### config.mk
export PLATFORM = sky130hd
export DESIGN_NAME = fetch_stage_flat
export DESIGN_NICKNAME = d
export VERILOG_FILES = /design/src/rtl/fetch_stage_if.sv /design/src/rtl/fetch_stage.sv /design/src/flat_wrapper.sv
export SDC_FILE = /design/constraint.sdc
export NUM_CORES = 1
export LEC_CHECK = 0
export ABC_AREA = 1
export BUFFER_PORTS_ARGS = -buffer_cell sky130_fd_sc_hd__buf_4
export CAP_MARGIN = 15
export CORE_MARGIN = 4
export CORE_UTILIZATION = 35
export DETAILED_ROUTE_END_ITERATION = 8
export HOLD_SLACK_MARGIN = 0.08
export SYNTH_ARGS = -nofsm -noshare
export SYNTH_HDL_FRONTEND = slang
export SYNTH_SLANG_ARGS = --single-unit
### constraint.sdc
create_clock -name clk -period 3.7 [get_ports clk]
set_input_delay 0.185 -clock clk [delete_from_list [all_inputs] [get_ports clk]]
set_output_delay 0.185 -clock clk [all_outputs]
set_load 0.005 [all_outputs]
### src/rtl/fetch_stage_if.sv
`default_nettype none
// ============================================================================
//  Module      : fetch_stage_if
//  Description : Signal bundle between the instruction-fetch stage and its
//                environment: hazard/redirect controls from decode, the
//                instruction-memory request/response port and the IF/ID
//                register with its decoded field slices.
//                master = fetch stage side, slave = decode/memory side.
//  Revision    : 1.0  initial release
// ============================================================================
interface fetch_stage_if;
  // decode -> fetch controls
  logic        stall;
  logic        pc_select;
  logic [31:0] branch_dir;

  // instruction memory port
  logic        imem_req;
  logic [31:0] imem_addr;
  logic        imem_valid;
  logic [31:0] imem_rdata;

  // IF/ID pipeline register
  logic        if_id_valid;
  logic [31:0] if_id_pc;
  logic [31:0] if_id_instr;

  // field slices of the IF/ID instruction
  logic [4:0]  opcode;
  logic [3:0]  Rd;
  logic [3:0]  Ra;
  logic [3:0]  Rb;
  logic [3:0]  Rd2;
  logic [18:0] Imm;

  modport master (
    input  stall, pc_select, branch_dir,
    input  imem_valid, imem_rdata,
    output imem_req, imem_addr,
    output if_id_valid, if_id_pc, if_id_instr,
    output opcode, Rd, Ra, Rb, Rd2, Imm
  );

  modport slave (
    output stall, pc_select, branch_dir,
    output imem_valid, imem_rdata,
    input  imem_req, imem_addr,
    input  if_id_valid, if_id_pc, if_id_instr,
    input  opcode, Rd, Ra, Rb, Rd2, Imm
  );
endinterface
`default_nettype wire

### src/rtl/fetch_stage.sv
`default_nettype none
// ============================================================================
//  Module      : fetch_stage
//  Description : Instruction-fetch stage with IF/ID pipeline register.
//                Owns the PC, issues one fetch at a time over a valid
//                handshake, parks one completed instruction in a skid buffer
//                while decode stalls, and applies taken-branch redirects.
//                Optional macro FETCH_BRANCH_FLUSH_EN: when defined, the
//                instruction following a taken branch is discarded (1 bubble);
//                when undefined it executes as a delay slot.
//  Revision    : 1.0  initial release
// ============================================================================
module fetch_stage #(
  parameter logic [31:0] RESET_PC = 32'h0000_0000
) (
  input  wire            clk,
  input  wire            rst,
  fetch_stage_if.master  bus
);

`ifdef FETCH_BRANCH_FLUSH_EN
  localparam logic c_flush_en = 1'b1;
`else
  localparam logic c_flush_en = 1'b0;
`endif

  localparam logic [31:0] c_pc_step = 32'd4;

  typedef enum logic [0:0] {
    S_FETCH = 1'b0,   // request outstanding at r_pc
    S_HOLD  = 1'b1    // fetched word parked in r_buf_instr, no request
  } state_t;

  // registered state
  state_t      r_state;
  logic [31:0] r_pc;
  logic        r_redir_pend;
  logic [31:0] r_redir_tgt;
  logic [31:0] r_buf_instr;
  logic        r_if_id_valid;
  logic [31:0] r_if_id_pc;
  logic [31:0] r_if_id_instr;

  // next-state values
  state_t      w_state_nxt;
  logic [31:0] w_pc_nxt;
  logic        w_redir_pend_nxt;
  logic [31:0] w_redir_tgt_nxt;
  logic [31:0] w_buf_instr_nxt;
  logic        w_if_id_valid_nxt;
  logic [31:0] w_if_id_pc_nxt;
  logic [31:0] w_if_id_instr_nxt;

  // decoded events
  logic        w_accept;
  logic        w_redir;
  logic [31:0] w_target;
  logic [31:0] w_pc_plus4;

  // A response counts only while a request is actually outstanding.
  assign w_accept   = (r_state == S_FETCH) && bus.imem_valid;

  // Branches are taken only from a real, non-stalled IF/ID instruction. A
  // redirect that is already pending blocks a second one (IF/ID is a bubble
  // then anyway, so this only guards against a misbehaving decode).
  assign w_redir    = bus.pc_select && !bus.stall && r_if_id_valid && !r_redir_pend;
  assign w_target   = r_if_id_pc + bus.branch_dir;
  assign w_pc_plus4 = r_pc + c_pc_step;

  // Next-state and IF/ID update for every combination of response, stall
  // and redirect; everything holds unless a branch below says otherwise.
  always_comb begin
    w_state_nxt       = r_state;
    w_pc_nxt          = r_pc;
    w_redir_pend_nxt  = r_redir_pend;
    w_redir_tgt_nxt   = r_redir_tgt;
    w_buf_instr_nxt   = r_buf_instr;
    w_if_id_valid_nxt = r_if_id_valid;
    w_if_id_pc_nxt    = r_if_id_pc;
    w_if_id_instr_nxt = r_if_id_instr;

    case (r_state)
      S_FETCH: begin
        if (w_accept && !bus.stall) begin
          if (w_redir) begin
            // The word just fetched sits at if_id_pc+4: delay slot or flush.
            w_pc_nxt = w_target;
            if (c_flush_en) begin
              w_if_id_valid_nxt = 1'b0;
              w_if_id_instr_nxt = 32'h0;
            end else begin
              w_if_id_valid_nxt = 1'b1;
              w_if_id_pc_nxt    = r_pc;
              w_if_id_instr_nxt = bus.imem_rdata;
            end
          end else if (r_redir_pend) begin
            // The fetch that was in flight when the branch was taken has
            // now returned; resume at the saved target.
            w_pc_nxt         = r_redir_tgt;
            w_redir_pend_nxt = 1'b0;
            if (c_flush_en) begin
              w_if_id_valid_nxt = 1'b0;
              w_if_id_instr_nxt = 32'h0;
            end else begin
              w_if_id_valid_nxt = 1'b1;
              w_if_id_pc_nxt    = r_pc;
              w_if_id_instr_nxt = bus.imem_rdata;
            end
          end else begin
            w_pc_nxt          = w_pc_plus4;
            w_if_id_valid_nxt = 1'b1;
            w_if_id_pc_nxt    = r_pc;
            w_if_id_instr_nxt = bus.imem_rdata;
          end
        end else if (w_accept) begin
          // Decode is stalled: IF/ID holds, the new word must be parked.
          if (c_flush_en && r_redir_pend) begin
            // Word is the squashed fall-through; drop it and refetch.
            w_pc_nxt         = r_redir_tgt;
            w_redir_pend_nxt = 1'b0;
          end else begin
            w_buf_instr_nxt = bus.imem_rdata;
            w_state_nxt     = S_HOLD;
          end
        end else if (!bus.stall) begin
          // Still waiting on memory: decode sees a bubble. A branch taken
          // now must wait for the outstanding fetch before moving the PC.
          w_if_id_valid_nxt = 1'b0;
          w_if_id_instr_nxt = 32'h0;
          if (w_redir) begin
            w_redir_pend_nxt = 1'b1;
            w_redir_tgt_nxt  = w_target;
          end
        end
      end

      S_HOLD: begin
        if (!bus.stall) begin
          w_state_nxt = S_FETCH;
          if (w_redir) begin
            // Buffered word is at if_id_pc+4: delay slot or flush.
            w_pc_nxt = w_target;
            if (c_flush_en) begin
              w_if_id_valid_nxt = 1'b0;
              w_if_id_instr_nxt = 32'h0;
            end else begin
              w_if_id_valid_nxt = 1'b1;
              w_if_id_pc_nxt    = r_pc;
              w_if_id_instr_nxt = r_buf_instr;
            end
          end else begin
            // The buffered word always lives at r_pc since the PC does not
            // advance on entry to HOLD. A pending redirect here can only be
            // a delay slot that got parked behind a stall.
            w_pc_nxt          = r_redir_pend ? r_redir_tgt : w_pc_plus4;
            w_redir_pend_nxt  = 1'b0;
            w_if_id_valid_nxt = 1'b1;
            w_if_id_pc_nxt    = r_pc;
            w_if_id_instr_nxt = r_buf_instr;
          end
        end
      end

      default: begin
        w_state_nxt = S_FETCH;
      end
    endcase
  end

  // State, PC, redirect and IF/ID registers with synchronous reset.
  always_ff @(posedge clk) begin
    if (rst) begin
      r_state       <= S_FETCH;
      r_pc          <= RESET_PC;
      r_redir_pend  <= 1'b0;
      r_redir_tgt   <= 32'h0;
      r_buf_instr   <= 32'h0;
      r_if_id_valid <= 1'b0;
      r_if_id_pc    <= 32'h0;
      r_if_id_instr <= 32'h0;
    end else begin
      r_state       <= w_state_nxt;
      r_pc          <= w_pc_nxt;
      r_redir_pend  <= w_redir_pend_nxt;
      r_redir_tgt   <= w_redir_tgt_nxt;
      r_buf_instr   <= w_buf_instr_nxt;
      r_if_id_valid <= w_if_id_valid_nxt;
      r_if_id_pc    <= w_if_id_pc_nxt;
      r_if_id_instr <= w_if_id_instr_nxt;
    end
  end

  // Request is suppressed in the reset cycle so memory never sees a stale PC.
  assign bus.imem_req    = (r_state == S_FETCH) && !rst;
  assign bus.imem_addr   = r_pc;

  assign bus.if_id_valid = r_if_id_valid;
  assign bus.if_id_pc    = r_if_id_pc;
  assign bus.if_id_instr = r_if_id_instr;

  assign bus.opcode      = r_if_id_instr[31:27];
  assign bus.Rd          = r_if_id_instr[26:23];
  assign bus.Ra          = r_if_id_instr[22:19];
  assign bus.Rb          = r_if_id_instr[18:15];
  assign bus.Rd2         = r_if_id_instr[14:11];
  assign bus.Imm         = r_if_id_instr[18:0];

endmodule
`default_nettype wire

### src/flat_wrapper.sv
// flat-port wrapper written by rule: the top's interface ports become plain ports
module fetch_stage_flat 
#(
  parameter logic [31:0] RESET_PC = 32'h0000_0000
)
  (clk, rst, bus_stall, bus_pc_select, bus_branch_dir, bus_imem_valid, bus_imem_rdata, bus_imem_req, bus_imem_addr, bus_if_id_valid, bus_if_id_pc, bus_if_id_instr, bus_opcode, bus_Rd, bus_Ra, bus_Rb, bus_Rd2, bus_Imm);
  fetch_stage_if bus_i ();
  input  wire clk;
  input  wire rst;
  input wire logic [$bits(bus_i.stall)-1:0] bus_stall;
  input wire logic [$bits(bus_i.pc_select)-1:0] bus_pc_select;
  input wire logic [$bits(bus_i.branch_dir)-1:0] bus_branch_dir;
  input wire logic [$bits(bus_i.imem_valid)-1:0] bus_imem_valid;
  input wire logic [$bits(bus_i.imem_rdata)-1:0] bus_imem_rdata;
  output wire logic [$bits(bus_i.imem_req)-1:0] bus_imem_req;
  output wire logic [$bits(bus_i.imem_addr)-1:0] bus_imem_addr;
  output wire logic [$bits(bus_i.if_id_valid)-1:0] bus_if_id_valid;
  output wire logic [$bits(bus_i.if_id_pc)-1:0] bus_if_id_pc;
  output wire logic [$bits(bus_i.if_id_instr)-1:0] bus_if_id_instr;
  output wire logic [$bits(bus_i.opcode)-1:0] bus_opcode;
  output wire logic [$bits(bus_i.Rd)-1:0] bus_Rd;
  output wire logic [$bits(bus_i.Ra)-1:0] bus_Ra;
  output wire logic [$bits(bus_i.Rb)-1:0] bus_Rb;
  output wire logic [$bits(bus_i.Rd2)-1:0] bus_Rd2;
  output wire logic [$bits(bus_i.Imm)-1:0] bus_Imm;
  assign bus_i.stall = bus_stall;
  assign bus_i.pc_select = bus_pc_select;
  assign bus_i.branch_dir = bus_branch_dir;
  assign bus_i.imem_valid = bus_imem_valid;
  assign bus_i.imem_rdata = bus_imem_rdata;
  assign bus_imem_req = bus_i.imem_req;
  assign bus_imem_addr = bus_i.imem_addr;
  assign bus_if_id_valid = bus_i.if_id_valid;
  assign bus_if_id_pc = bus_i.if_id_pc;
  assign bus_if_id_instr = bus_i.if_id_instr;
  assign bus_opcode = bus_i.opcode;
  assign bus_Rd = bus_i.Rd;
  assign bus_Ra = bus_i.Ra;
  assign bus_Rb = bus_i.Rb;
  assign bus_Rd2 = bus_i.Rd2;
  assign bus_Imm = bus_i.Imm;
  fetch_stage #(.RESET_PC(RESET_PC)) u_core (.clk(clk), .rst(rst), .bus(bus_i));
endmodule
==> impl_results.md <==
- Synth cell count leaders: nand2_1 (450), a21oi_1 (199), inv_1 (192)
- Post-synth cell types: 35
- Hold Path Class: in2reg
- Fin crit share: approximately two thirds
- # diodes: 0
- Final worst clock skew: roughly 0.016 ns
- DPL Wire Length: ~25000 µm
- Crit path buf inv count: 2
- Initial antenna violation count: 0
- Reg-to-reg endpoint: u_core.bus.imem_addr[19]
- Synth top area share: between 30% and 40%
- Port bufs: slightly above 200
- Post-synthesis compound-gate area fraction: 18.8%
- Critical path depth: 7
- Final setup violation count: 0
- Worst skew pair latency: ~0.44 ns
- Worst Setup SP: u_core.r_state
- Area Overhead vs Synth: 25.1%
- Tmin final: 2.40 ns
- Vias per cell: about 5
- Pwr Total: just under 5 mW
- Maximum clock rate: about 420 MHz
- Post-synthesis xor/xnor area fraction: under 10%
- Drt first pass iters: 5
- Asr flop ratio synth: 0%
- Die width: 176 µm
- Core area: about 28000 µm²
- Max IR drop VDD: 0.000339 V
- Fraction of synthesized area in multiplexers: 0%
- DRC Markers: 0
- Static leakage: around 6 nW
- Number of fill cells: between 2000 and 3000
- RSZ-0062 raised after global routing: no
- Routed WL per cell: between 15 and 20 µm
- Total I/O pin count: between 200 and 250
- Initial drt markers: between 700 and 800
- Post-CTS setup buffers: 0
- Layout cells sized above 1: about 15%
- Avg Cell Area, Syn: around 6.3 µm²
- Crit path to: u_core.bus.imem_addr[19]
- Post_cts resized: 0
- DRT Wirelength: between 30000 and 40000 µm
- Clk buf depth: 2
- Measured slew at the worst slew-check pin: 0.979 ns
- Max-cap viol count: 0
- Root Buffer: clkbuf_16
- Post-synth EDFFs: 0
- First-pass GRT wire length: ~54000 µm
- Final ANT Viol Nets: 0
- Post-Synth Adder-Cell Area: about 4.3%
- Die H: around 180 µm
- Non-filler cells in the finished layout: between 2000 and 2500
- Cell taking the most area after synthesis: dfxtp_1
- # nets final: 1828
- Post-synth net total: roughly 1700
- Simple-gate portion of the synthesized area: approximately 28%
- Setup CP Type: reg2reg
- Critical Path, Cell by Cell: buf_4, nor2_1, nor2_4, buf_4, o21ai_0, a21oi_1, a21oi_1
- Setup Total Neg Slack: 0 ns
- Largest net degree at the start of global routing: roughly 110
- Total grt overflow: 0
- TritonCTS buffer count: 17
- CTS tree: done
- Max stage delay on crit path: roughly 0.75 ns
- Vias after detailed routing: ~10000
- Placed instance count: between 2000 and 2500
- Starting density of the core: about 35%
- Yosys reg bits: roughly 160
- Delay-heaviest family, CP: buffers and inverters
- Max transition margin: between 30% and 40%
- Warnings from Yosys: 0
- Clk slew on worst S/H paths: ~0.08 ns
- Cell area after synthesis: slightly below 10000 µm²
- Post-synthesis sequential area ratio: roughly 33%
- Crit. End Element: register
- Vias in the first global route: ~9700
- Outcome: finished clean
- Crit path DAT: ~2.7 ns
- Critical Path RT: approximately 4 ns
- Die footprint: just over 30000 µm²
- Launching point of the worst reg2reg path: u_core.r_state
- Slowest CP cell: buf_4
- Synth top area cells: dfxtp_1 (33%), nand2_1 (17%), a21oi_1 (10%)
- Crit-path max FO: roughly 110
- Final Cell Area: between 10000 and 15000 µm²
- Clock sink count: about 160
- R2r setup slk: between 1 and 1.5 ns
- Dpl cell area: ~11000 µm²
- Max-slew violation count: 0
- Most numerous cell in the Yosys netlist: nand2_1
- Row count: between 60 and 70
- R2R depth: 7
- PwrDens: between 300 and 400 nW/µm²
- Htree depth: 4
- Post-Synthesis Cells: 1568
- RD Place Congestion: 0.910
- Largest family of logic cells by synthesized area: simple AND/OR/NAND/NOR gates
- Final Hold Viols: 0
- GRT Total Usage: 21.7%
- Main flop type after synthesis: dfxtp_1
- Worst setup SP type: register
[worst min path at each step]
stage / from / end / slack [ns] / cells past startpoint
6_report: bus_imem_valid / u_core.r_state / 0.11 / 3
4_1_cts: bus_imem_valid / u_core.r_state / 0.09 / 3
5_1_grt: bus_imem_valid / u_core.r_state / 0.13 / 3
3_3_place_gp: bus_imem_rdata[12] / u_core.bus.if_id_instr[12] / 0.45 / 3
3_5_place_dp: u_core.r_redir_tgt[0] / u_core.r_redir_tgt[0] / 0.45 / 2
2_1_floorplan: bus_imem_rdata[20] / u_core.bus.if_id_instr[20] / 0.33 / 2
[tightest hold or removal path: stages]
cell	delay [ns]
buf_4	0.10
nor2_1	0.08
nor3_1	0.13
[sequential cells by signal (all words and copies together) (netlist names)]
register,cells
u_core.bus.if_id_valid,1
u_core.r_redir_pend,1
u_core.bus.if_id_pc,32
u_core.r_state,1
u_core.bus.imem_addr,32
u_core.r_buf_instr,32
u_core.r_redir_tgt,32
u_core.bus.if_id_instr,32
[final cells by class]
class	count	area (µm²)	area share, %
Inverter	198	743	6.01
Sequential cell	163	3260	26.4
Clock buffer	17	425	3.44
Timing Repair Buffer	248	1950	15.8
Multi-Input combinational cell	1098	5300	42.9
Tap cell	378	473	3.83
Clock inverter	15	206	1.67
[cells by family (layout without fill, tap and decap cells)]
group	Yosys count	in the layout
AOI/OAI and AO/OA	359	359
xor gates and xnor gates	27	27
adders and majority gates	33	33
buffers and inverters	307	478
DFF	163	163
and+or+nand+nor	679	679
[power by group]
part | switching, mW | internal, mW | total [mW]
clock | 0.930 | 0.932 | 1.86
sequential | 0.110 | 1.85 | 1.96
combinational | 0.583 | 0.398 | 0.981
total | 1.62 | 3.18 | 4.80
[per-stage QoR]
step	utilization, %	hold WS [ns]	setup WS, ns
floorplan	-	0.327	1.82
global route	44.4	0.134	0.982
finish	44.4	0.107	1.30
global placement	41.0	0.448	1.42
detailed placement	41.0	0.453	1.33
CTS	44.4	0.0904	1.31
[cell usage in the layout, fill, tap and decap left out, drive strengths merged]
cell	synthesis	layout
nand2b	1	1
a22oi	4	4
nand4	6	6
o21a	2	2
clkinv	1	10
ha	32	32
nand3b	8	8
xnor2	3	3
dfxtp	163	163
nand3	85	85
clkbuf	42	17
a21oi	199	199
dlygate4sd3	0	32
o211ai	4	4
a31oi	10	10
a21o	3	3
buf	67	216
fa	1	1
o21ai	129	129
nand2	451	451
inv	197	203
nor3	14	14
xor2	24	24
o21bai	8	8
and2	3	3
or2	1	1
nor2	110	110
[timing repair]
action	4_1_cts	5_1_grt
endpoints found under the setup margin	0	0
hold endpoints to repair	64	0
hold buffers	32	0
[metal layers]
layer  vias to the layer above  share of wire (%)  track usage, %
met2                       342                 47            36.1
met4                         0                1.3            4.55
li1                       5291                  -               -
met5                         -                  0               0
met1                      4771                 45            29.7
met3                        23                6.8            3.73
(Power assumes the default switching activity.)
